[config.mk]
export PLATFORM = sky130hd
export DESIGN_NAME = regbank_arbiter
export DESIGN_NICKNAME = d
export VERILOG_FILES = /design/src/rtl/regbank_arbiter_pkg.sv /design/src/rtl/regbank_8x16.sv /design/src/rtl/regbank_arbiter.sv
export SDC_FILE = /design/constraint.sdc
export NUM_CORES = 1
export LEC_CHECK = 0
export BUFFER_PORTS_ARGS = -buffer_cell sky130_fd_sc_hd__buf_4
export CORE_MARGIN = 2
export CORE_UTILIZATION = 40
export CTS_BUF_LIST = sky130_fd_sc_hd__clkbuf_4 sky130_fd_sc_hd__clkbuf_8 sky130_fd_sc_hd__clkbuf_16
export CTS_CLUSTER_DIAMETER = 80
export DETAILED_ROUTE_END_ITERATION = 7
export GPL_TIMING_DRIVEN = 0
export PLACE_DENSITY = 0.73
export RECOVER_POWER = 25
export SLEW_MARGIN = 30
export SYNTH_ARGS = -nofsm -noshare
export SYNTH_HDL_FRONTEND = slang
export SYNTH_SLANG_ARGS = --single-unit
[constraint.sdc]
create_clock -name clk -period 2.09 [get_ports clk]
set_input_delay 0.5225 -clock clk [delete_from_list [all_inputs] [get_ports clk]]
set_output_delay 0.5225 -clock clk [all_outputs]
set_load 0.1 [all_outputs]
[src/rtl/regbank_arbiter_pkg.sv]
// Shared sizing defaults and requester encoding for the register-bank arbiter.
package regbank_arbiter_pkg;

  localparam int NREG_DEF     = 8;
  localparam int DW_DEF       = 16;
  localparam int MAX_LOCK_DEF = 4;
  localparam int AW           = 3;

  typedef enum logic {
    RQ_CPU = 1'b0,
    RQ_DBG = 1'b1
  } rq_id_e;

  // Register indices beyond the populated bank are treated as holes.
  function automatic logic addr_ok(input logic [AW-1:0] a, input int nreg);
    return int'(a) < nreg;
  endfunction

endpackage

[src/rtl/regbank_8x16.sv]
// Register storage: one write port, one combinational read port, flattened view.
module regbank_8x16
  import regbank_arbiter_pkg::*;
#(
  parameter int NREG = NREG_DEF,
  parameter int DW   = DW_DEF
) (
  input  logic                 clk,
  input  logic                 rst,
  input  logic                 we_i,
  input  logic [AW-1:0]        waddr_i,
  input  logic [DW-1:0]        wdata_i,
  input  logic [AW-1:0]        raddr_i,
  output logic [DW-1:0]        rdata_o,
  output logic [NREG*DW-1:0]   matrix_o
);

  logic [NREG-1:0][DW-1:0] mem_q;

  always_ff @(posedge clk or negedge rst) begin
    if (!rst) begin
      mem_q <= '0;
    end else if (we_i && addr_ok(waddr_i, NREG)) begin
      mem_q[waddr_i] <= wdata_i;
    end
  end

  assign rdata_o  = addr_ok(raddr_i, NREG) ? mem_q[raddr_i] : '0;
  assign matrix_o = mem_q;

endmodule

[src/rtl/regbank_arbiter.sv]
// Two-requester round-robin arbiter with requester-0 lock, in front of a
// register bank; reads return registered data with a one-cycle valid pulse.
module regbank_arbiter
  import regbank_arbiter_pkg::*;
#(
  parameter int NREG     = NREG_DEF,
  parameter int DW       = DW_DEF,
  parameter int MAX_LOCK = MAX_LOCK_DEF
) (
  input  logic               clk,
  input  logic               rst,
  input  logic               req0,
  input  logic               req1,
  input  logic               we0,
  input  logic               we1,
  input  logic [AW-1:0]      addr0,
  input  logic [AW-1:0]      addr1,
  input  logic [DW-1:0]      wdata0,
  input  logic [DW-1:0]      wdata1,
  input  logic               lock0,
  output logic               gnt0,
  output logic               gnt1,
  output logic               rvalid0,
  output logic               rvalid1,
  output logic [DW-1:0]      rdata0,
  output logic [DW-1:0]      rdata1,
  output logic [NREG*DW-1:0] regbank_matrix
);

  localparam int CW = $clog2(MAX_LOCK + 1);

  rq_id_e        ptr_q;
  logic          lock_act_q;
  logic [CW-1:0] lock_cnt_q;
  logic          rvalid0_q, rvalid1_q;
  logic [DW-1:0] rdata0_q, rdata1_q;

  logic          g0, g1;
  logic          bank_we;
  logic [AW-1:0] bank_addr;
  logic [DW-1:0] bank_wdata, bank_rdata;

  // Lock only wins contention while requester 0 was granted last cycle with
  // lock0 set; otherwise the pointer decides.
  always_comb begin
    g0 = 1'b0;
    g1 = 1'b0;
    if (rst) begin
      if (req0 && req1) begin
        if (lock_act_q && (lock_cnt_q < CW'(MAX_LOCK))) g0 = 1'b1;
        else if (ptr_q == RQ_CPU)                        g0 = 1'b1;
        else                                             g1 = 1'b1;
      end else begin
        g0 = req0;
        g1 = req1;
      end
    end
  end

  assign bank_we    = (g0 & we0) | (g1 & we1);
  assign bank_addr  = g1 ? addr1  : addr0;
  assign bank_wdata = g1 ? wdata1 : wdata0;

  always_ff @(posedge clk or negedge rst) begin
    if (!rst) begin
      ptr_q      <= RQ_CPU;
      lock_act_q <= 1'b0;
      lock_cnt_q <= '0;
      rvalid0_q  <= 1'b0;
      rvalid1_q  <= 1'b0;
      rdata0_q   <= '0;
      rdata1_q   <= '0;
    end else begin
      if (g0)      ptr_q <= RQ_DBG;
      else if (g1) ptr_q <= RQ_CPU;

      lock_act_q <= g0 & lock0;

      if (g1 || !lock0)
        lock_cnt_q <= '0;
      else if (g0 && req1 && (lock_cnt_q < CW'(MAX_LOCK)))
        lock_cnt_q <= lock_cnt_q + CW'(1);

      rvalid0_q <= g0 & ~we0;
      rvalid1_q <= g1 & ~we1;
      if (g0 && !we0) rdata0_q <= bank_rdata;
      if (g1 && !we1) rdata1_q <= bank_rdata;
    end
  end

  regbank_8x16 #(.NREG(NREG), .DW(DW)) u_bank (
    .clk      (clk),
    .rst      (rst),
    .we_i     (bank_we),
    .waddr_i  (bank_addr),
    .wdata_i  (bank_wdata),
    .raddr_i  (bank_addr),
    .rdata_o  (bank_rdata),
    .matrix_o (regbank_matrix)
  );

  assign gnt0    = g0;
  assign gnt1    = g1;
  assign rvalid0 = rvalid0_q;
  assign rvalid1 = rvalid1_q;
  assign rdata0  = rdata0_q;
  assign rdata1  = rdata1_q;

endmodule

After elaboration in Yosys (flattened, before gate mapping)
Index checks and enable logic that the tools add are counted.
{ "totals": {"reg_bits": 167, "inputBits": 45, "out_inout_bits": 164, "elab_cells": 59} }
{ "classes": {"n_addsub": 1, "order_cmp": 3, "muxes": 19, "bitwise_logic": 8, "n_reduce_logical": 13} }
{ "ops": {"columns": ["op", "count"], "rows": [
  ["$bwmux W128", 1],
  ["$bmux W16 S3", 1],
  ["$demux W16 S3", 1],
  ["$mux W16", 3],
  ["$mux W1", 10],
  ["$mux W3", 3],
  ["$logic_and A1 B1 Y1", 7],
  ["$and A1 B1 Y1", 5],
  ["$lt A3 B4 Y1 const B", 1],
  ["$reduce_bool A2 Y1", 2],
  ["$add A3 B1 Y3 const B", 1],
  ["$ge A3 B1 Y1 const B", 1],
  ["$logic_not A1 Y1", 3],
  ["$lt A3 B3 Y1 const B", 1],
  ["$not A1 Y1", 2],
  ["$logic_or A1 B1 Y1", 1],
  ["$or A1 B1 Y1", 1]
]} }

Logic depth before layout (Yosys ltp)
Gate-level depths: netlist (run 1).
{ "depth": {"depth_word": 11, "mapped_depth": 8} }

Hierarchy
A second synthesis (run 1) with hierarchy kept.
{ "unflattened": {"hier_cells": 452, "hier_area_um2": 7696.1} }
{ "modules_own_cells": {"columns": ["module", "instances", "cells_per_inst", "area_per_inst_um2", "seq_area_each_um2"], "rows": [
  ["regbank_8x16", 1, 336, 5928.2, 3203.1],
  ["regbank_arbiter", 1, 116, 1767.9, 975.9]
]} }

Worst setup path before layout (run 1)
No wires, ideal clock.
{ "synth_timing": {"path_type": "register -> register", "from": "reg lock_cnt_q[2]", "to": "reg rdata0_q[10] (netlist: rdata0[10])", "setup_time_ns": 0.125, "t_arrival_ns": 3.229, "required_time_ns": 1.965, "path_slack_ns": -1.265, "path_stages_with_launch": 7, "n_path_buf": 2, "synth_period_minus_slack_ns": 3.355, "cell_sequence": "dfrtp_1 > nand2b_1 > a31oi_1 > and2_1 > buf_2 > buf_2 > mux2_2"} }
{ "synth_via": {"elab_cells_between_ends": 12, "cone_classes": "order compare: 1; mux: 9; reduce/logical: 2"} }
{ "synth_rtl": {"columns": ["element", "line", "rtl"], "rows": [
  ["start, declared", "regbank_arbiter.sv:34", "logic [CW-1:0] lock_cnt_q;"],
  ["start signal, assigned", "regbank_arbiter.sv:82", "lock_cnt_q <= lock_cnt_q + CW'(1);"],
  ["$lt A3 B3 Y1", "regbank_arbiter.sv:50", "if (lock_act_q && (lock_cnt_q < CW'(MAX_LOCK))) g0 = 1'b1;"],
  ["$logic_and A1 B1 Y1", "regbank_arbiter.sv:50", null],
  ["$mux W1", "regbank_arbiter.sv:50", null],
  ["$mux W1", "regbank_arbiter.sv:49", "if (req0 && req1) begin"],
  ["$mux W1", "regbank_arbiter.sv:48", "if (rst) begin"],
  ["via gnt0", "regbank_arbiter.sv:21", "output logic gnt0,"],
  ["$logic_and A1 B1 Y1", "regbank_arbiter.sv:86", "if (g0 && !we0) rdata0_q <= bank_rdata;"],
  ["end signal, assigned", "regbank_arbiter.sv:86", null],
  ["end, declared", "regbank_arbiter.sv:36", "logic [DW-1:0] rdata0_q, rdata1_q;"]
]} }
The timed path passes the listed nets, and every way through them passes these cells. The select of a mux whose other input is x is not followed.
A chain may end at the register's enable or synchronous reset.

Worst setup path in the final report (run 1)
{ "layout_timing": {"from": "in rst", "to": "reg rdata1_q[0] (netlist: rdata1[0])"} }
{ "layout_via": {"elab_chain_cells": 4, "elab_cells_between_ends": 5, "cone_classes": "mux: 4; reduce/logical: 1"} }
{ "layout_rtl": {"columns": ["element", "line", "rtl"], "rows": [
  ["start, declared", "regbank_arbiter.sv:11", "input logic rst,"],
  ["$mux W1 *", "regbank_arbiter.sv:48", null],
  ["$mux W3", "regbank_arbiter.sv:61", "assign bank_addr = g1 ? addr1 : addr0;"],
  ["$bmux W16 S3", "regbank_8x16.sv:28", "assign rdata_o = addr_ok(raddr_i, NREG) ? mem_q[raddr_i] : '0;"],
  ["$mux W16 (implied by the code)", "regbank_8x16.sv:28", null],
  ["end signal, assigned", "regbank_arbiter.sv:87", "if (g1 && !we1) rdata1_q <= bank_rdata;"],
  ["end, declared", "regbank_arbiter.sv:36", null]
]} }
Every way passes the cells marked *; elsewhere a longest branch is shown, timed or not. The select of a mux whose other input is x is not followed.

==> results.sh, run 1 <==
export IMPL_slew_violations=0
export IMPL_r2r_end="rdata0[14]"
export IMPL_synth_compound_area_frac=0.1333
export IMPL_drtIter0Drc=1583
export IMPL_n_antenna_cell=0
export IMPL_ys_seq_area_frac=0.3921
export IMPL_ff2ff_setup_slack_ns=-0.25
export IMPL_violations="design-rule violations, negative setup slack"
export IMPL_synth_seq_cells=167
export IMPL_power_leakage_uw=0.006983
export IMPL_layout_drive_gt1_share=0.5111
export IMPL_synth_top_family_by_area="simple AND/OR/NAND/NOR gates"
export IMPL_synth_xor_area_frac=0
export IMPL_grt_ovfl_total=0
export IMPL_fin_setup_tns_ns=-26.09
export IMPL_core_area_um2=26130
export IMPL_cts_path_max_buffers=2
export IMPL_netlist_area_um2=10660
export IMPL_via_per_inst=6.427
export IMPL_reg2regPathDepth=8
export IMPL_yosys_area_share_simple=0.2325
export IMPL_dieHeight_um=167.2
export IMPL_max_cap_violations=0
export IMPL_fin_crit_sh=1.127
export IMPL_place_hpwl_um=30090
export IMPL_cp_required_ns=2.43
export IMPL_rsz0062_at_grt="true"
export IMPL_async_reset_ff_frac=1.000
export IMPL_clockRootBuffer="clkbuf_16"
export IMPL_post_place_cells=1609
export IMPL_die_w_um=167.2
export IMPL_synthesis_nets=1110
export IMPL_hp_class="primary input to async pin"
export IMPL_status="finished, violations left"
export IMPL_route_detailed_drc=15
export IMPL_cp_data_arrival_time_ns=2.69
export IMPL_power_uw=24920
export IMPL_final_common_cell="buf_4"
export IMPL_syn_area_per_cell_um2=10.02
export IMPL_period_needed_ns=2.356
export IMPL_grt_antenna_before_repair=0
export IMPL_layout_setup_ws_ns=-0.2664
export IMPL_gp_congestion=1.016
export IMPL_synth_area_mux_share=0.1851
export IMPL_ys_flop_type="dfrtp_1"
export IMPL_powerDensity_nw_per_um2=1538
export IMPL_layout_nets=1424
export IMPL_r2r_start="lock_cnt_q[2]"
export IMPL_slew_headroom=0.1881
export IMPL_htree_num_levels=4
export IMPL_grt_max_degree=91
export IMPL_fin_worst_skew_ns=0.01114
export IMPL_holdBufCountCts=0
export IMPL_dieArea_um2=27970
export IMPL_synth_edff_count=0
export IMPL_worst_pin_slew_ns=1.218
export IMPL_synth_cells=1064
export IMPL_start_util=0.4079
export IMPL_routedWlPerCell_um=26.73
export IMPL_vdd_drop_max_uv=1400
export IMPL_vias=11093
export IMPL_syn2layout_area_growth_pct=52.06
export IMPL_startpoint="rst"
export IMPL_clk_pin_slew_ns=0.07
export IMPL_fmax_ghz=0.4244
export IMPL_yosysWarnings=0
export IMPL_routed_wl_um=46140
export IMPL_critPathLaunchType="primary input"
export IMPL_clock_sinks=167
export IMPL_layout_common_cells="buf_4, nand2_1, dfrtp_1"
export IMPL_grt_pass1_wl_um=66950
export IMPL_ios=209
export IMPL_synth_cell_type_count=47
export IMPL_hold_violations=0
export IMPL_cts_tree="done"
export IMPL_setup_viol=162
export IMPL_ant_nets=0
export IMPL_fin_cells=1726
export IMPL_cts_made_buffers=17
export IMPL_crit_type="primary input to register"
export IMPL_grt_pass1_vias=10590
export IMPL_drt_pre_antenna_iters=8
export IMPL_hold_slack_ns=0.2084
export IMPL_track_usage=0.3141
export IMPL_end_kind="register"
export IMPL_synth_fa_ha_area_frac=0.001174
export IMPL_numPortBuffers=208
export IMPL_setup_worst_path_end="rdata1[0]"
export IMPL_cp_max_fo=10
export IMPL_std_cell_rows=59
export IMPL_worstSkewPairLatency_ns=0.45
metal layers:
metal	up-vias	track usage	share of wire
met5	-	0	0
met4	0	0.1524	0.057
met3	182	0.07516	0.11
met2	802	0.4710	0.43
met1	5477	0.4273	0.40
li1	4632	-	-
kinds of logic after synthesis:
kind of cell,count (synthesis)
multiplexers,162
flip-flops,167
buffers and inverters,118
adder cells (fa/ha/maj),1
AO/OA/AOI/OAI,160
AND/OR/NAND/NOR,456
synthesized netlist by cell type, drive strengths merged, types with 16 or more instances:
library cell | instances | share of area
nor4 | 115 | 0.072
o2111ai | 16 | 0.013
a32oi | 65 | 0.055
nand2 | 183 | 0.065
nand2b | 117 | 0.069
buf | 72 | 0.040
dfrtp | 167 | 0.39
mux2 | 160 | 0.18
o32ai | 48 | 0.039
clkbuf | 42 | 0.015
nor2b | 18 | 0.011
a211oi | 16 | 0.011
power breakdown:
group / internal (uW) / total [uW] / leakage, uW / switching (uW)
sequential: 4410 / 5980 / 0.00212 / 1570
combinational: 4070 / 15600 / 0.00457 / 11500
clock: 1860 / 3360 / 0.000292 / 1500
total: 10300 / 24900 / 0.00698 / 14600
worst max-delay path: stages:
cell and delay, ns:
buf_8 0.13, buf_16 0.15, nand2_4 0.20, buf_4 0.24, clkbuf_2 0.34, nor4_1 0.15, o32ai_4 0.42, o2111ai_2 0.21
mux2_4 0.31
metrics by stage:
step           setup WS, ns  utilization  cell area [um^2]
2_1_floorplan      -0.05878            -             10860
3_3_place_gp         -2.846       0.4913             12840
3_5_place_dp         -1.641       0.4937             12900
4_1_cts             -0.2201       0.5951             15550
5_1_grt             -0.3088       0.6202             16210
6_report            -0.2664       0.6202             16210
registers in the layout (all words and copies together) (netlist names):
| signal | cells |
|---|---|
| u_bank.matrix_o | 128 |
| rvalid0 | 1 |
| ptr_q | 1 |
| rdata0 | 16 |
| rdata1 | 16 |
| lock_cnt_q | 3 |
| rvalid1 | 1 |
| lock_act_q | 1 |
area by class of cell:
type                            count  area [um^2]
Clock buffer                       19        452.9
Multi-Input combinational cell    779         7401
Clock inverter                     13        156.4
Tap cell                          335        419.2
Sequential cell                   167         4180
Timing Repair Buffer              297         2689
Inverter                            4        18.77
Fill cell                        2002         9925
Buffer                            112        890.9
worst min path at each step:
stage,end,cells past startpoint
floorplan,lock_act_q,0
global placement,rdata1[5],1
finish,u_bank.matrix_o[86],2
global route,u_bank.matrix_o[95],3
detailed placement,rdata0[3],1
CTS,u_bank.matrix_o[86],2
repair_timing:
action / 4_1_cts / 5_1_grt
gates resized for setup: 270 / 137
endpoints found under the hold margin: 0 / 0
gates cloned: 13 / 5
setup buffers: 59 / 12
pin swaps: 42 / 40
setup endpoints to repair: 163 / 162
(Power assumes the default switching activity.)
==> inputs of run 2 (changes only) <==
CORE_ASPECT_RATIO = 1.75   (was not set)
==> run 2 against run 1 <==
Against the previous run:
- the flow finishes with violations (max-capacitance violations, max-slew violations, negative setup slack)
- global-route usage up 1.3 points
- die area up 0.19%
- final cell count down 0.52%
- largest power group unchanged
- highest routed layer unchanged
==> results.sh, run 2 (synthesis gave the netlist of run 1 again) <==
export IMPL_ios=209
export IMPL_grt_ovfl_total=0
export IMPL_core_area_um2=26390
export IMPL_layout_drive_gt1_share=0.5133
export IMPL_hp_class="primary input to async pin"
export IMPL_fin_setup_tns_ns=-22.95
export IMPL_powerDensity_nw_per_um2=1531
export IMPL_slew_violations=92
export IMPL_clk_pin_slew_ns=0.07
export IMPL_dieHeight_um=219.9
export IMPL_fin_cells=1717
export IMPL_fin_crit_sh=1.156
export IMPL_cts_path_max_buffers=2
export IMPL_via_per_inst=6.312
export IMPL_cp_data_arrival_time_ns=2.76
export IMPL_drt_pre_antenna_iters=6
export IMPL_routed_wl_um=46090
export IMPL_worstSkewPairLatency_ns=0.47
export IMPL_gp_congestion=1.028
export IMPL_final_area_um2=16430
export IMPL_routedWlPerCell_um=26.84
export IMPL_ant_nets=0
export IMPL_grt_pass1_vias=10780
export IMPL_cp_required_ns=2.43
export IMPL_max_cap_violations=2
export IMPL_vdd_drop_max_uv=1440
export IMPL_std_cell_rows=79
export IMPL_layout_setup_ws_ns=-0.3258
export IMPL_grt_antenna_before_repair=0
export IMPL_largest_reg_flops=128
export IMPL_rsz0062_at_grt="true"
export IMPL_violations="max-capacitance violations, max-slew violations, negative setup slack"
export IMPL_power_leakage_uw=0.007019
export IMPL_cts_made_buffers=17
export IMPL_cp_max_fo=10
export IMPL_setup_viol=157
export IMPL_end_kind="register"
export IMPL_vias=10837
export IMPL_fmax_ghz=0.4139
export IMPL_post_place_cells=1598
export IMPL_fin_worst_skew_ns=0.01481
export IMPL_route_detailed_drc=0
export IMPL_crit_type="register to register"
export IMPL_dpl_instance_area_um2=12890
export IMPL_slew_headroom=-0.05071
export IMPL_n_antenna_cell=0
export IMPL_place_hpwl_um=31350
export IMPL_worst_pin_slew_ns=1.576
export IMPL_clock_sinks=167
export IMPL_layout_common_cells="buf_4, nand2_1, dfrtp_1"
export IMPL_htree_num_levels=4
export IMPL_syn2layout_area_growth_pct=54.18
export IMPL_status="finished, violations left"
export IMPL_start_util=0.4039
export IMPL_hold_violations=0
export IMPL_final_common_cell="buf_4"
export IMPL_drtIter0Drc=985
export IMPL_grt_pass1_wl_um=68190
export IMPL_critPathLaunchType="register"
export IMPL_layout_nets=1427
export IMPL_period_needed_ns=2.416
export IMPL_die_w_um=127.4
export IMPL_track_usage=0.3271
export IMPL_clockRootBuffer="clkbuf_16"
export IMPL_cts_tree="done"
export IMPL_numPortBuffers=208
export IMPL_dieArea_um2=28020
export IMPL_grt_max_degree=63
run 2: cell type report:
class,count,area (um^2)
Buffer,111,924.6
Clock buffer,19,446.7
Clock inverter,12,214.0
Fill cell,2036,9957
Inverter,4,17.52
Multi-Input combinational cell,779,7455
Sequential cell,167,4182
Tap cell,324,405.4
Timing Repair Buffer,301,2790
run 2: worst max-delay path: stages (launching register included):
cell and delay [ns]:
dfrtp_1 0.42, and3b_1 0.26, buf_6 0.18, buf_8 0.16, buf_4 0.18, nor4_1 0.08, o32ai_2 0.41, o2111ai_2 0.27
mux2_4 0.32
run 2: metrics by stage:
stage / hold WS, ns / power (uW) / setup slack (ns) / util
floorplan: 0.2269 / 16700 / -0.05878 / -
global placement: 0.4924 / 20100 / -2.873 / 0.4859
detailed placement: 0.4849 / 20230 / -1.527 / 0.4883
CTS: 0.01388 / 24650 / -0.2271 / 0.6001
global route: 0.2427 / 25840 / -0.2713 / 0.6227
finish: 0.1977 / 25160 / -0.3258 / 0.6227
run 2: routing by layer:
| layer | vias up | wire length, um | global-route usage |
|---|---|---|---|
| met5 | - | 0 | 0 |
| met4 | 0 | 4186 | 0.2520 |
| met3 | 197 | 3436 | 0.06676 |
| met2 | 662 | 22180 | 0.5344 |
| met1 | 5349 | 16290 | 0.3724 |
| li1 | 4629 | - | - |
run 2: repair_timing:
item	4_1_cts	5_1_grt
hold endpoints to repair	23	0
setup endpoints to repair	161	162
buffers inserted	56	20
resized for setup	299	98
gates cloned	13	2
hold buffers	1	0
pin swaps	51	46
run 2: worst paths after layout:
check,slack [ns],end,from,depth (start not counted)
worst max register to register,-0.33,rdata1[10],lock_cnt_q[2],8
min in group clk,0.29,lock_cnt_q[2],lock0,3
worst max-delay path,-0.33,rdata1[10],lock_cnt_q[2],8
worst min-delay path,0.20,ptr_q,rst,2
worst min register to register,0.52,rdata1[10],rdata1[10],1
max in group asynchronous,0.59,rdata1[3],rst,2
run 2: where the power goes:
group	switching (uW)	internal, uW	total (uW)
Combinational	11600	4040	15600
Sequential	1560	4410	5970
Clock	1420	2180	3600
